===== src/rtl/bk_pipe_pkg.sv =====
// -----------------------------------------------------------------------------
// bk_pipe_pkg
// Shared sizing helpers for the pipelined Brent-Kung adder.
//   clog2            : ceiling log2
//   pad_width        : power-of-two prefix-tree width for a WIDTH-bit adder
//                      (one extra bit at index 0 carries the carry-in)
//   num_levels       : total Brent-Kung levels (up-sweep + down-sweep)
//   levels_in_stage  : number of prefix levels evaluated in a pipeline stage
//   level_lo         : first prefix level evaluated in a pipeline stage
// No ports (package).
// -----------------------------------------------------------------------------
package bk_pipe_pkg;

   localparam int unsigned MAX_WIDTH = 64;

   function automatic int unsigned clog2(input int unsigned v);
      int unsigned r;
      r = 0;
      for (int unsigned i = 0; i < 32; i++) begin
         if ((64'd1 << i) < 64'(v)) r = i + 1;
      end
      return r;
   endfunction

   function automatic int unsigned pad_width(input int unsigned width);
      return 32'd1 << clog2(width + 1);
   endfunction

   function automatic int unsigned num_levels(input int unsigned width);
      return 2 * clog2(width + 1) - 1;
   endfunction

   // Levels are split evenly; the remainder goes to the earliest stages.
   function automatic int unsigned levels_in_stage(input int unsigned stage,
                                                   input int unsigned latency,
                                                   input int unsigned width);
      int unsigned base;
      int unsigned rem;
      base = num_levels(width) / latency;
      rem  = num_levels(width) % latency;
      return base + ((stage < rem) ? 1 : 0);
   endfunction

   function automatic int unsigned level_lo(input int unsigned stage,
                                            input int unsigned latency,
                                            input int unsigned width);
      int unsigned base;
      int unsigned rem;
      base = num_levels(width) / latency;
      rem  = num_levels(width) % latency;
      return stage * base + ((stage < rem) ? stage : rem);
   endfunction

endpackage


===== src/rtl/bk_prefix_levels.sv =====
// -----------------------------------------------------------------------------
// bk_prefix_levels
// Combinational slice of a Brent-Kung prefix tree: applies global levels
// [LO, HI) to an N-bit generate/propagate vector. Levels 0..LOG2N-1 are the
// up-sweep, the remaining LOG2N-1 levels the down-sweep. After all levels,
// bit j holds the group generate/propagate over bits [0..j].
// Ports:
//   i_g, i_p : N-bit generate / propagate in
//   o_g, o_p : N-bit generate / propagate out
// -----------------------------------------------------------------------------
module bk_prefix_levels #(
   parameter int unsigned N     = 16,
   parameter int unsigned LOG2N = 4,
   parameter int unsigned LO    = 0,
   parameter int unsigned HI    = 1
) (
   input  logic [N-1:0] i_g,
   input  logic [N-1:0] i_p,
   output logic [N-1:0] o_g,
   output logic [N-1:0] o_p
);

   localparam int unsigned NLEV = HI - LO;

   logic [NLEV:0][N-1:0] w_g;
   logic [NLEV:0][N-1:0] w_p;

   assign w_g[0] = i_g;
   assign w_p[0] = i_p;

   for (genvar k = 0; k < int'(NLEV); k++) begin : g_lvl
      localparam int  T  = int'(LO) + k;
      localparam bit  UP = (T < int'(LOG2N));
      localparam int  L  = UP ? T : (2 * int'(LOG2N) - 2 - T);
      localparam int  D  = 1 << L;
      for (genvar j = 0; j < int'(N); j++) begin : g_bit
         // Up-sweep combines at the top of each 2D block; down-sweep fills
         // the midpoints that the up-sweep skipped.
         localparam bit COMB = UP ? (((j + 1) % (2 * D)) == 0)
                                  : ((((j + 1) % (2 * D)) == D) && (j >= 3 * D - 1));
         if (COMB) begin : g_op
            assign w_g[k+1][j] = w_g[k][j] | (w_p[k][j] & w_g[k][j-D]);
            assign w_p[k+1][j] = w_p[k][j] & w_p[k][j-D];
         end else begin : g_pass
            assign w_g[k+1][j] = w_g[k][j];
            assign w_p[k+1][j] = w_p[k][j];
         end
      end
   end

   assign o_g = w_g[NLEV];
   assign o_p = w_p[NLEV];

endmodule


===== src/rtl/bk_pipe_adder.sv =====
// -----------------------------------------------------------------------------
// bk_pipe_adder
// Pipelined Brent-Kung adder/subtractor with valid/ready on both sides.
// Prefix levels are spread over LATENCY register stages; stalls collapse
// bubbles. The carry-in is folded into the tree as bit index 0, so tree bit
// i+1 corresponds to operand bit i and tree bit i ends as the carry into
// operand bit i.
// Ports:
//   clk, rst            : clock, synchronous active-high reset
//   in_valid/in_ready   : input handshake
//   in_a, in_b          : operands
//   in_cin              : carry-in (ignored when in_sub=1)
//   in_sub              : 1 = A - B
//   out_valid/out_ready : output handshake
//   out_sum             : result, modulo 2^WIDTH
//   out_cout            : carry out of MSB (subtract: 1 = no borrow)
//   out_ovf             : signed overflow
// -----------------------------------------------------------------------------
module bk_pipe_adder
   import bk_pipe_pkg::*;
#(
   parameter int unsigned WIDTH   = 12,
   parameter int unsigned LATENCY = 2
) (
   input  logic             clk,
   input  logic             rst,
   input  logic             in_valid,
   output logic             in_ready,
   input  logic [WIDTH-1:0] in_a,
   input  logic [WIDTH-1:0] in_b,
   input  logic             in_cin,
   input  logic             in_sub,
   output logic             out_valid,
   input  logic             out_ready,
   output logic [WIDTH-1:0] out_sum,
   output logic             out_cout,
   output logic             out_ovf
);

   localparam int unsigned N     = pad_width(WIDTH);
   localparam int unsigned LOG2N = clog2(WIDTH + 1);

   typedef struct packed {
      logic             vld;
      logic [N-1:0]     g;
      logic [N-1:0]     p;
      logic [WIDTH-1:0] p0;
   } pg_rec_t;

   pg_rec_t [LATENCY-1:0]          r_st;
   pg_rec_t [LATENCY-1:0]          w_src;
   logic    [LATENCY-1:0][N-1:0]   w_go;
   logic    [LATENCY-1:0][N-1:0]   w_po;
   logic    [LATENCY-1:0]          w_en;

   logic [WIDTH-1:0] w_bx;
   logic [WIDTH-1:0] w_p0;
   logic             w_c0;
   logic [N-1:0]     w_g_in;
   logic [N-1:0]     w_p_in;
   logic             w_unused_bits;

   // Operand conditioning: subtract is A + ~B + 1.
   assign w_bx = in_sub ? ~in_b : in_b;
   assign w_c0 = in_sub | in_cin;
   assign w_p0 = in_a ^ w_bx;

   // Padding bits above WIDTH stay zero so they never disturb the carries.
   always_comb begin
      w_g_in          = '0;
      w_p_in          = '0;
      w_g_in[0]       = w_c0;
      w_g_in[WIDTH:1] = in_a & w_bx;
      w_p_in[WIDTH:1] = w_p0;
   end

   for (genvar k = 0; k < int'(LATENCY); k++) begin : g_stage
      localparam int unsigned LO = level_lo(k, LATENCY, WIDTH);
      localparam int unsigned HI = LO + levels_in_stage(k, LATENCY, WIDTH);

      if (k == 0) begin : g_src_in
         assign w_src[k].vld = in_valid;
         assign w_src[k].g   = w_g_in;
         assign w_src[k].p   = w_p_in;
         assign w_src[k].p0  = w_p0;
      end else begin : g_src_prev
         assign w_src[k] = r_st[k-1];
      end

      bk_prefix_levels #(
         .N     (N),
         .LOG2N (LOG2N),
         .LO    (LO),
         .HI    (HI)
      ) u_levels (
         .i_g (w_src[k].g),
         .i_p (w_src[k].p),
         .o_g (w_go[k]),
         .o_p (w_po[k])
      );
   end

   // A stage may load when it is empty or its content is moving on.
   always_comb begin
      w_en              = '0;
      w_en[LATENCY-1]   = ~r_st[LATENCY-1].vld | out_ready;
      for (int unsigned i = 1; i < LATENCY; i++) begin
         w_en[LATENCY-1-i] = ~r_st[LATENCY-1-i].vld | w_en[LATENCY-i];
      end
   end

   always_ff @(posedge clk) begin
      if (rst) begin
         r_st <= '0;
      end else begin
         for (int unsigned k = 0; k < LATENCY; k++) begin
            if (w_en[k]) begin
               r_st[k].vld <= w_src[k].vld;
               r_st[k].g   <= w_go[k];
               r_st[k].p   <= w_po[k];
               r_st[k].p0  <= w_src[k].p0;
            end
         end
      end
   end

   assign in_ready  = ~rst & w_en[0];
   assign out_valid = r_st[LATENCY-1].vld;
   assign out_sum   = r_st[LATENCY-1].p0 ^ r_st[LATENCY-1].g[WIDTH-1:0];
   assign out_cout  = r_st[LATENCY-1].g[WIDTH];
   assign out_ovf   = r_st[LATENCY-1].g[WIDTH] ^ r_st[LATENCY-1].g[WIDTH-1];

   // Final-stage group propagates and padding generates are not needed.
   assign w_unused_bits = ^{r_st[LATENCY-1].p, r_st[LATENCY-1].g};

endmodule

===== config.mk =====
export PLATFORM = sky130hd
export DESIGN_NAME = bk_pipe_adder
export DESIGN_NICKNAME = d
export VERILOG_FILES = /design/src/rtl/bk_pipe_pkg.sv /design/src/rtl/bk_prefix_levels.sv /design/src/rtl/bk_pipe_adder.sv
export SDC_FILE = /design/constraint.sdc
export NUM_CORES = 1
export LEC_CHECK = 0
export BUFFER_PORTS_ARGS = -buffer_cell sky130_fd_sc_hd__buf_2
export CORE_ASPECT_RATIO = 1.75
export CORE_UTILIZATION = 35
export CTS_CLUSTER_SIZE = 10
export DETAILED_ROUTE_END_ITERATION = 7
export SLEW_MARGIN = 20
export SYNTH_ARGS = -nofsm -noshare
export SYNTH_HDL_FRONTEND = slang
export SYNTH_SLANG_ARGS = --single-unit

===== constraint.sdc =====
create_clock -name clk -period 1.85 [get_ports clk]
set_input_delay 0.37 -clock clk [delete_from_list [all_inputs] [get_ports clk]]
set_output_delay 0.37 -clock clk [all_outputs]
set_load 0.01 [all_outputs]

==> reports/qor.yml, run 1 <==
run_status:
  status: "complete, no violations"
critical_path:
  crit_slowest_cell: "dfxtp_1"
  critPathLaunchType: "register"
  cp_slowest_stage_delay_ns: 0.38
  cp.arrival_ns: 1.23
  path_buf_inv: 1
  crit_path_end_kind: "primary output"
  worstPathCellList: "and3b_1 > nor2_1 > buf_2"
  crit_family: "simple AND/OR/NAND/NOR gates"
  crit_type: "register to primary output"
  cp_data_required_time_ns: 1.48
  critPathMaxFanout: 8
floorplanning:
  die_x_um: 64.86
  dieArea_um2: 7263
  die_y_um: 112.0
  ios: 46
  fp-row-count: 39
  floorplan.initialDensity: 0.3673
  coreArea_um2: 6588
power_and_ir_drop:
  combPwrFrac: 0.160
  peakVddDrop_mv: 0.4644
  total_power_mw: 2.697
  p_int_mw: 2.016
  swShare: 0.2523
  p_seq_frac: 0.500
  pwr-share-clk: 0.340
  power_density_nw_per_um2: 935.0
  switchingPower_mw: 0.6804
  p_leak_nw: 1.349
clock_network:
  numCtsBuffers: 5
  cts_tree: "done"
  clock_latency_ns: 0.28
  clock_sinks: 55
  clk_pin_slew_ns: 0.06
  cts_hold_buffers: 0
  clockRootBuffer: "clkbuf_16"
  post_cts_buffers: 0
  cts_buffer_depth: 2
  post_cts_resized: 0
  h-tree-depth: 2
final_layout:
  syn_to_final_growth_pct: 19.18
  diodes: 0
  fillers: 706
  drive_gt1_frac: 0.1875
  fin_nets: 378
  final_common_cell: "nand2_1"
  final-seq-area_um2: 1101
  final_cell_mix: "nand2_1, dfxtp_1, buf_2"
  multi_input_area_um2: 1229
drt:
  dr.pass1.iters: 4
  drt-initial-drc-count: 72
  met1_length_mm: 2.253
  drc_errors: 0
  met2WireLength_mm: 2.320
  vias: 2016
  wl_per_cell_um: 11.66
  drtAntennaViolNets: 0
  routed_wl_mm: 4.872
  routed.top_layer: "met4"
  vias_per_cell: 4.823
  wl_met3_um: 206
timing:
  setup_viol: 0
  hold_viol_final: 0
  finalClockSkew_ns: 0.001611
  period_share: 0.8625
  worst_pin_slew_ns: 0.3001
  fmax_mhz: 626.7
  slew_viol_final: 0
  finalSetupTns_ns: 0
  grt_setup_unrepaired: "false"
  slew_headroom: 0.7999
  fin_crit_ns: 1.596
run:
  drv_cap: 0
yosys:
  synth_cell_type_count: 27
  ys_ff_latch: 55
  syn_inst: 293
  syn_area_um2: 2420
  ys_seq_area_frac: 0.4550
  yosys_warnings: 0
  syn_nets: 335
  synth.avg_cell_area_um2: 8.259
global_route:
  grt_use_total: 0.1400
  grt_pass1_vias: 1786
  antenna_found_initial: 0
  grt_max_degree: 29
  grt_overflow: 0
  grt_pass1_wl_mm: 8.052
hold_path:
  hold_class: "input pin to register"
place:
  hpwl_mm: 3.549
  portBuffers: 45
  place_congestion: 0.7474
-- state kept, by name, indices dropped and copies added, names as in the netlist --
register   cells
out_valid      1
r_st          53
out_cout       1
-- path summary, 6_finish.rpt --
kind,to,slack [ns],cells past startpoint,startpoint
worst max-delay path,in_ready,0.25,3,out_valid
worst min-delay path,r_st[44],0.29,3,in_valid
worst max register to register,r_st[29],0.57,4,out_valid
worst min register to register,r_st[6],0.45,2,r_st[6]
-- worst reg2reg max path: stages, from the launching register on --
cell and delay [ns]:
dfxtp_1 0.38, and3b_1 0.36, buf_4 0.22, nor3_1 0.07, nor3_1 0.17
-- final cells by class --
type | count | share of cell area
repair buffers | 56 | 0.1067
clock buffers | 6 | 0.04816
flip-flops and latches | 55 | 0.3818
multi-input cells | 218 | 0.4260
clock inverters | 1 | 0.001735
well taps | 82 | 0.03557
-- power groups by stage --
stage / Sequential, mW / Combinational, mW / Clock (mW)
after floorplan: 1.36 / 0.296 / 0
after global placement: 1.37 / 0.429 / 0
after detailed placement: 1.38 / 0.432 / 0
after CTS: 1.35 / 0.437 / 0.933
after global routing: 1.36 / 0.487 / 0.983
final: 1.35 / 0.431 / 0.916
-- Yosys cell counts, drive strengths merged --
cell | count | area, µm²
a211o | 1 | 8.760
a211oi | 8 | 60.06
a21o | 4 | 30.03
a21oi | 38 | 190.2
a31oi | 1 | 6.260
and2 | 1 | 6.260
and3b | 1 | 8.760
buf | 13 | 63.81
clkbuf | 7 | 26.28
dfxtp | 55 | 1101
ha | 12 | 150.1
nand2 | 72 | 270.3
nand2b | 1 | 6.260
nand3 | 2 | 10.01
nand3b | 2 | 15.01
nand4 | 2 | 12.51
nor2 | 22 | 82.58
nor2b | 1 | 6.260
nor3 | 15 | 75.07
o21a | 2 | 15.01
o21bai | 2 | 15.01
o221ai | 1 | 8.760
o22ai | 1 | 6.260
o31ai | 1 | 7.510
or3 | 3 | 18.77
xor2 | 25 | 219.0
-- routing by layer --
metal,GRT usage,up-vias
met1,0.1742,898
met5,0,-
met2,0.2285,47
li1,-,1066
met4,0.06222,0
met3,0.02766,5
-- stage by stage --
step	cell area [µm²]	instances	worst slack, ns	hold WS, ns	util
after floorplan	2427	293	0.05067	0.4316	-
after global placement	2740	411	0.07517	0.4379	0.4160
after detailed placement	2740	411	0.05215	0.4448	0.4160
after CTS	2884	418	0.2286	0.2910	0.4378
after global routing	2884	418	0.1706	0.3201	0.4378
final	2884	418	0.2543	0.2905	0.4378
-- cells by family after synthesis --
kind of cell / share of synthesized area
and+or+nand+nor: 0.2115
adders and majority gates: 0.06205
AOI/OAI and AO/OA: 0.1437
xor gates and xnor gates: 0.09049
buffers and inverters: 0.03723
DFF: 0.4550
Power figures use the tool's default switching activity.
==> inputs of run 2 (changes only) <==
--- a/config.mk
+++ b/config.mk
@@ -8,3 +8,3 @@
 export BUFFER_PORTS_ARGS = -buffer_cell sky130_fd_sc_hd__buf_2
-export CORE_ASPECT_RATIO = 1.75
+export CORE_ASPECT_RATIO = 1.1
 export CORE_UTILIZATION = 35
==> constraint.sdc (replaced) <==
create_clock -name clk -period 1.85 [get_ports clk]
set_input_delay 0.2775 -clock clk [delete_from_list [all_inputs] [get_ports clk]]
set_output_delay 0.2775 -clock clk [all_outputs]
set_load 0.01 [all_outputs]
==> run 2 against run 1 <==
  * Combinational power barely moved
  * Clock-buffer cell count shrank 1
  * Worst hold slack got worse by 0.11 ns
  * Flip-flop and latch count did not move
  * Register-to-register slack hardly changed
  * First-iteration DRC count up 69%
  * Sequential share of layout area increased by 0.69 points
  * Clock power decreased by 12%
  * Routed wire length up 5.4%
  * Critical path depth rose by 1
  * Final area down 1.8%
  * Worst setup slack got worse by 0.11 ns
==> reports/qor.yml, run 2 (synthesis gave the netlist of run 1 again) <==
critical_path:
  worstPathCellList: "and3b_1 > buf_4 > nor2_1 > buf_2"
  reg2reg_from: "out_valid"
  crit_path_end_kind: "primary output"
  crit_type: "register to primary output"
  crit_family: "flip-flops"
  crit_slowest_cell: "dfxtp_1"
  reg2reg_slack_ns: 0.57
  cp_slowest_stage_delay_ns: 0.39
  critPathLaunchType: "register"
  critPathMaxFanout: 10
  cp.arrival_ns: 1.43
  cp_data_required_time_ns: 1.57
  r2r_end: "r_st[29]"
  path_buf_inv: 2
  reg2reg_depth: 4
global_route:
  grt_pass1_vias: 1759
  grt_overflow: 0
  antenna_found_initial: 0
  grt_use_total: 0.1524
  grt_max_degree: 34
  grt_pass1_wl_mm: 8.452
clock_network:
  clock_sinks: 55
  clockRootBuffer: "clkbuf_8"
  cts_buffer_depth: 2
  cts_hold_buffers: 0
  clock_latency_ns: 0.31
  clk_pin_slew_ns: 0.09
  post_cts_buffers: 0
  cts_tree: "done"
  numCtsBuffers: 5
  post_cts_resized: 0
  h-tree-depth: 2
timing:
  hold_viol_final: 0
  grt_setup_unrepaired: "false"
  fmax_mhz: 587.1
  finalSetupTns_ns: 0
  finalClockSkew_ns: 0.01103
  period_share: 0.9207
  fin_crit_ns: 1.703
  fin_ws_ns: 0.1468
  holdWs_ns: 0.1838
  setup_viol: 0
  slew_viol_final: 0
  slew_headroom: 0.5845
  worst_pin_slew_ns: 0.6233
power_and_ir_drop:
  total_power_mw: 2.591
  p_leak_nw: 1.316
  switchingPower_mw: 0.7010
  power_density_nw_per_um2: 914.6
  combPwrFrac: 0.167
  p_int_mw: 1.890
  peakVddDrop_mv: 0.3863
  swShare: 0.2706
  p_seq_frac: 0.521
  pwr-share-clk: 0.313
floorplanning:
  coreArea_um2: 6633
  die_y_um: 89.21
  floorplan.initialDensity: 0.3648
  die_x_um: 81.28
  dieArea_um2: 7251
  ios: 46
  fp-row-count: 31
final_layout:
  fin_nets: 375
  final_common_cell: "nand2_1"
  multi_input_area_um2: 1229
  largest_reg_flops: 53
  stdcell_count: 416
  fin_area_um2: 2833
  diodes: 0
  drive_gt1_frac: 0.1826
  regMostFlops: "r_st"
  final_cell_mix: "nand2_1, dfxtp_1, buf_2"
  syn_to_final_growth_pct: 17.06
  final_util: 0.4271
  fillers: 704
  final-seq-area_um2: 1101
drt:
  drtAntennaViolNets: 0
  drt-initial-drc-count: 122
  drc_errors: 0
  routed_wl_mm: 5.135
  vias: 1991
  vias_per_cell: 4.786
  wl_per_cell_um: 12.34
  dr.pass1.iters: 4
run_status:
  status: "complete, no violations"
place:
  placed_cell_area_um2: 2718
  portBuffers: 45
  hpwl_mm: 3.645
  place_ws_ns: 0.1179
  dp.cells: 408
  place_congestion: 0.7321
hold_path:
  holdCritStartpoint: "in_valid"
  min_path_cells: 3
  min_to: "r_st[44]"
  hold_class: "input pin to register"
run:
  drv_cap: 0
==> run 2: changes by cell type in the layout (fill, tap and decap cells not counted), sizes merged <==
cell      previous run  this run
clkinv               1         0
clkinvlp             0         1
bufinv               0         1
inv                  0         1
clkbuf               6         5
buf                 56        53
==> run 2: power groups by stage <==
| stage | Sequential [mW] | Combinational, mW | Clock [mW] |
|---|---|---|---|
| 5_1_grt | 1.36 | 0.496 | 0.885 |
| 3_3_place_gp | 1.37 | 0.427 | 0 |
| 2_1_floorplan | 1.36 | 0.294 | 0 |
| 3_5_place_dp | 1.38 | 0.434 | 0 |
| 4_1_cts | 1.35 | 0.437 | 0.832 |
| 6_report | 1.35 | 0.432 | 0.810 |
==> run 2: final cells by class <==
type | instances | area share
sequential | 55 | 0.3887
clock buffer | 5 | 0.02429
clock inverter | 3 | 0.01634
multi-input combinational | 218 | 0.4337
timing repair buffer | 53 | 0.1007
tap | 82 | 0.03622
==> run 2: worst max path at each step <==
stage          cells past startpoint       from        to  slack, ns
6_report                           4  out_valid  in_ready       0.15
5_1_grt                            4  out_valid  in_ready       0.02
4_1_cts                            4  out_valid  in_ready       0.10
3_5_place_dp                       6     in_sub  r_st[35]       0.12
3_3_place_gp                       6     in_sub  r_st[35]       0.16
2_1_floorplan                      7     in_sub  r_st[35]      0.001
==> run 2: worst reg2reg max path, cell delays in order (launching register included) <==
cell     delay (ns)
dfxtp_1        0.39
and3b_1        0.30
buf_4          0.28
nor3_1         0.09
nor3_1         0.16
==> run 2: routing by layer <==
metal,vias up,part of all wire,global-route usage
met5,-,0,0
met4,0,0.015,0.05357
met3,5,0.042,0.02653
met2,44,0.43,0.2318
met1,883,0.51,0.2155
li1,1059,-,-
